$ cat config.mk
export PLATFORM = sky130hd
export DESIGN_NAME = intersection_phase_scheduler
export DESIGN_NICKNAME = d
export VERILOG_FILES = /design/src/rtl/intersection_phase_scheduler.sv
export SDC_FILE = /design/constraint.sdc
export NUM_CORES = 1
export LEC_CHECK = 0
export ABC_CLOCK_PERIOD_IN_PS = 6280
export BUFFER_PORTS_ARGS = -buffer_cell sky130_fd_sc_hd__buf_2
export CORE_UTILIZATION = 50
export DETAILED_ROUTE_END_ITERATION = 10
export PLACE_DENSITY_LB_ADDON = 0.25
export REMOVE_ABC_BUFFERS = 1
export SYNTH_ARGS = -nofsm -noshare
export SYNTH_HDL_FRONTEND = slang
export SYNTH_SLANG_ARGS = --single-unit
$ cat constraint.sdc
create_clock -name clk -period 6.28 [get_ports clk]
set_input_delay 0.628 -clock clk [delete_from_list [all_inputs] [get_ports clk]]
set_output_delay 0.628 -clock clk [all_outputs]
set_load 0.005 [all_outputs]
$ cat src/rtl/intersection_phase_scheduler.sv
// Round-robin green/yellow/all-red phase sequencer for an N-approach intersection.
// All timing is counted in ticks of an internal clk prescaler; lamps decode from registered state.
module intersection_phase_scheduler #(
  parameter int unsigned N_APPR    = 4,
  parameter int unsigned TICK_DIV  = 1,
  parameter int unsigned MIN_GREEN = 4,
  parameter int unsigned MAX_GREEN = 8,
  parameter int unsigned YELLOW_T  = 2,
  parameter int unsigned ALLRED_T  = 1
) (
  input  logic                      clk,
  input  logic                      reset,
  input  logic [N_APPR-1:0]         req,
  input  logic                      hold,
  output logic [N_APPR-1:0]         green,
  output logic [N_APPR-1:0]         yellow,
  output logic [N_APPR-1:0]         red,
  output logic [$clog2(N_APPR)-1:0] cur_idx,
  output logic [1:0]                phase,
  output logic                      grant
);

  localparam int unsigned IDX_W   = $clog2(N_APPR);
  localparam int unsigned TOP_A   = (MAX_GREEN > YELLOW_T) ? MAX_GREEN : YELLOW_T;
  localparam int unsigned CNT_TOP = (TOP_A > ALLRED_T) ? TOP_A : ALLRED_T;
  localparam int unsigned CNT_W   = $clog2(CNT_TOP + 1);
  localparam int unsigned PRE_W   = (TICK_DIV > 1) ? $clog2(TICK_DIV) : 1;

  localparam logic [PRE_W-1:0] PRE_LAST    = PRE_W'(TICK_DIV - 1);
  localparam logic [CNT_W-1:0] ALLRED_LAST = CNT_W'(ALLRED_T - 1);
  localparam logic [CNT_W-1:0] YELLOW_LAST = CNT_W'(YELLOW_T - 1);
  localparam logic [CNT_W-1:0] CNT_SAT     = CNT_W'(MAX_GREEN - 1);
  localparam logic [CNT_W:0]   G_MIN       = (CNT_W+1)'(MIN_GREEN);
  localparam logic [CNT_W:0]   G_MAX       = (CNT_W+1)'(MAX_GREEN);
  localparam logic [CNT_W:0]   G_SAT       = (CNT_W+1)'(MAX_GREEN - 1);

  typedef enum logic [1:0] {
    ST_ALLRED = 2'd0,
    ST_GREEN  = 2'd1,
    ST_YELLOW = 2'd2
  } phase_t;

  phase_t            state, state_nx;
  logic [IDX_W-1:0]  idx_nx;
  logic [CNT_W-1:0]  cnt, cnt_nx;
  logic [CNT_W:0]    g;
  logic [PRE_W-1:0]  presc, presc_nx;
  logic [N_APPR-1:0] others;
  logic [IDX_W-1:0]  scan_idx;
  logic              tick;
  logic              found;
  int unsigned       cand;

  always_ff @(posedge clk) begin
    if (reset) begin
      state   <= ST_ALLRED;
      cur_idx <= '0;
      presc   <= '0;
      cnt     <= '0;
      grant   <= 1'b0;
    end else begin
      state   <= state_nx;
      cur_idx <= idx_nx;
      presc   <= presc_nx;
      cnt     <= cnt_nx;
      grant   <= (state == ST_ALLRED) && (state_nx == ST_GREEN);
    end
  end

  always_comb begin
    state_nx = state;
    idx_nx   = cur_idx;
    cnt_nx   = cnt;
    presc_nx = presc;
    tick     = (presc == PRE_LAST);
    g        = {1'b0, cnt} + (CNT_W+1)'(1);
    others   = req;
    others[cur_idx] = 1'b0;

    // Round-robin scan starting after the current owner; the owner itself is checked last.
    scan_idx = cur_idx;
    found    = 1'b0;
    cand     = 0;
    for (int unsigned k = 1; k <= N_APPR; k++) begin
      cand = 32'(cur_idx) + k;
      if (cand >= N_APPR) cand = cand - N_APPR;
      if (!found && req[cand[IDX_W-1:0]]) begin
        found    = 1'b1;
        scan_idx = cand[IDX_W-1:0];
      end
    end

    if (!hold) begin
      // Transitions only happen on a tick, so wrapping the prescaler also clears it on phase change.
      presc_nx = tick ? '0 : presc + PRE_W'(1);
      if (tick) begin
        unique case (state)
          ST_ALLRED: begin
            if (cnt == ALLRED_LAST) begin
              state_nx = ST_GREEN;
              cnt_nx   = '0;
              idx_nx   = scan_idx;
            end else begin
              cnt_nx = cnt + CNT_W'(1);
            end
          end
          ST_GREEN: begin
            if ((g >= G_MIN) && (|others) && (!req[cur_idx] || (g >= G_MAX))) begin
              state_nx = ST_YELLOW;
              cnt_nx   = '0;
            end else begin
              cnt_nx = (g >= G_SAT) ? CNT_SAT : g[CNT_W-1:0];
            end
          end
          ST_YELLOW: begin
            if (cnt == YELLOW_LAST) begin
              state_nx = ST_ALLRED;
              cnt_nx   = '0;
            end else begin
              cnt_nx = cnt + CNT_W'(1);
            end
          end
          default: begin
            state_nx = ST_ALLRED;
            cnt_nx   = '0;
          end
        endcase
      end
    end
  end

  always_comb begin
    green  = '0;
    yellow = '0;
    if (state == ST_GREEN)  green[cur_idx]  = 1'b1;
    if (state == ST_YELLOW) yellow[cur_idx] = 1'b1;
    red   = ~(green | yellow);
    phase = state;
  end

endmodule

==> run_results.csv <==
group,metric,value,unit
sta,finalMaxSlewViolations,0,
detailed_routing,drtIter0Drc,37,
sta,tns,0,ps
detailed_routing,routed_wl,2240,microns
clock_tree,path_clk_slew,70,ps
clock_tree,cts_hold_buf,0,
sta,skew,11.6,ps
yosys,synthMuxAreaShare,0.125,
clock_tree,cts_tree,"built",
setup_path,worstPathArrival,2650,ps
placement,place_hpwl,1660,microns
yosys,synthArstFlopShare,0,
setup_path,worst-path-buf-inv,1,
global_route,overflow,0,
yosys,netlist_area,878,sq um
yosys,ys_types,35,
sta,maxSlewHeadroom,0.687,
clock_tree,clock-sinks,9,
setup_path,path_class,"reg2reg",
final_layout,final_util,0.645,
clock_tree,htreeDepth,1,
sta,holdWs,544,ps
yosys,synth-main-ff-cell,"dfxtp_1",
global_route,antenna_found_initial,0,
run,max-cap-violations,0,
setup_path,slowest_delay,620,ps
min_path,holdCritPathClass,"reg2reg",
sta,tightest_slew,470,ps
power_and_ir_drop,power_leakage,0.430,nW
floorplan,rows,14,
placement,io_buffers,23,
yosys,synth_compound_area_frac,0.205,
yosys,synth_xor_area_frac,0.0199,
floorplan,initial_core_util,0.557,
sta,rsz0062_at_grt,"no",
global_route,grt_pass1_vias,829,
detailed_routing,viasPerCell,6.18,
run_status,outcome,"completed",
placement,dp.cells,141,
yosys,seq_area_frac_synth,0.205,
power_and_ir_drop,peakVddDrop,0.000131,V
setup_path,cp.required,6490,ps
sta,finalCritPeriodShare,0.389,
setup_path,cp-end-kind,"register",
clock_tree,cts_resized,0,
detailed_routing,wl_per_cell,15.4,microns
floorplan,die_h,43.9,microns
floorplan,io_pins,24,
clock_tree,cts_buffers,3,
clock_tree,cts_setup_buffers,0,
yosys,synth_fa_ha_area_frac,0.128,
sta,finalSetupViolations,0,
floorplan,die_x,43.9,microns
setup_path,start_kind,"register",
final_layout,num_antenna_cells,0,
detailed_routing,drc_errors,0,
power_and_ir_drop,p_per_area,207,nW/um^2
detailed_routing,vias,896,
final_layout,final_cells,145,
yosys,synth_top_family_by_area,"simple AND/OR/NAND/NOR gates",
yosys,ys_warn_count,0,
sta,fin_crit,2450,ps
setup_path,cp_slowest_cell,"dfxtp_1",
yosys,synth_edf_count,0,
yosys,ys_seq_elements,9,
yosys,synthCells,106,
final_layout,synthToLayoutAreaGrowth,15.8,%
global_route,grt_max_degree,12,
setup_path,critPathMaxFanout,11,
final_layout,final_nets,146,
final_layout,drive_gt1_frac,0.240,
placement,gp_congestion,0.811,
setup_path,path_cells,"inv_1 -> ha_1 -> mux4_2 -> a31o_2 -> a21o_1 -> a21oi_1",
sta,timing.fmax,409,MHz
yosys,synth.avg_cell_area,8.29,sq um
detailed_routing,drtPass1Iterations,6,
clock_tree,clk-insertion-delay-late,280,ps
clock_tree,clockBufferDepth,2,
yosys,synthSimpleGateAreaFrac,0.261,
global_route,grt_pass1_wl,3660,microns
floorplan,coreArea,1580,sq um
detailed_routing,ant_nets,0,
setup_path,critPathTopFamily,"flip-flops",
global_route,gr-usage-all-layers,0.259,
final_layout,fillers,137,
clock_tree,cts_root_buf,"clkbuf_4",
floorplan,die_area,1930,sq um
sta,hold_violations,0,
==> layer usage <==
layer | global-route usage | vias up | share of wire
met2 | 0.445 | 30 | 0.50
met3 | 0.0667 | 13 | 0.062
met1 | 0.290 | 419 | 0.41
li1 | - | 434 | -
met4 | 0.145 | 0 | 0.026
met5 | 0 | - | 0
==> kinds of logic after synthesis <==
logic type / count (synthesis)
flops: 9
buf+inv: 11
compound gates: 27
simple gates: 42
mux: 6
xor+xnor: 2
fa+ha+maj: 9
==> per-stage QoR <==
step                worst slack [ps]  instance area, sq um  power (mW)
finish                          3830                  1020       0.211
global route                    3680                  1020       0.225
CTS                             3870                  1020       0.211
detailed placement              3890                   991       0.161
global placement                4010                   991       0.157
floorplan                       4090                   856       0.134
==> sequential cells by signal (all words and copies together), names as in the netlist <==
name / flops
phase: 2
cur_idx: 2
cnt: 4
grant: 1
==> worst reg2reg max path, cell delays in order (launching register included) <==
cell     delay [ps]
dfxtp_1         620
inv_1           190
ha_1            460
mux4_2          580
a31o_2          240
a21o_1          170
a21oi_1         110
==> layout by cell type (no fill, tap or decap), types with 5 or more instances in the layout <==
cell type / Yosys / layout
a21oi_1: 6 / 6
and2_1: 7 / 7
buf_2: 0 / 23
dfxtp_1: 9 / 9
ha_1: 9 / 9
inv_1: 7 / 7
nand2_1: 6 / 6
nor2_1: 10 / 10
nor2b_1: 7 / 7
o21ai_0: 5 / 5
==> cell type report <==
type                       instances  area [sq um]  area share
multi-input combinational         86           649       0.638
sequential                         9           180       0.177
timing repair buffer              23           115       0.113
clock buffer                       4          26.3      0.0258
inverter                           7          26.3      0.0258
tap                               16          20.0      0.0197
==> power by group <==
| group | internal, mW | switching [mW] |
|---|---|---|
| Sequential | 0.0616 | 0.0118 |
| Clock | 0.0247 | 0.0250 |
| Combinational | 0.0441 | 0.0438 |
| Total | 0.130 | 0.0806 |
==> synth_stat cells, drive strengths merged, types with 2 or more instances <==
master,instances,share of area
nor2,10,0.043
dfxtp,9,0.21
ha,9,0.13
and2,7,0.050
inv,7,0.030
nor2b,7,0.050
a21oi,6,0.034
nand2,6,0.026
o21ai,5,0.028
a31oi,4,0.028
mux4,4,0.10
nor3,3,0.017
buf,2,0.017
clkbuf,2,0.0086
mux2i,2,0.023
nand3,2,0.011
o311ai,2,0.020
o31ai,2,0.017
or4,2,0.017
==> path summary, 6_finish.rpt <==
check | startpoint | endpoint | slack [ps] | cells past startpoint
max | cur_idx[0] | cur_idx[1] | 3830 | 6
min | cnt[3] | cnt[3] | 540 | 2
max reg2reg | cur_idx[0] | cur_idx[1] | 3830 | 6
min reg2reg | cnt[3] | cnt[3] | 540 | 2
(Power assumes the default switching activity.)
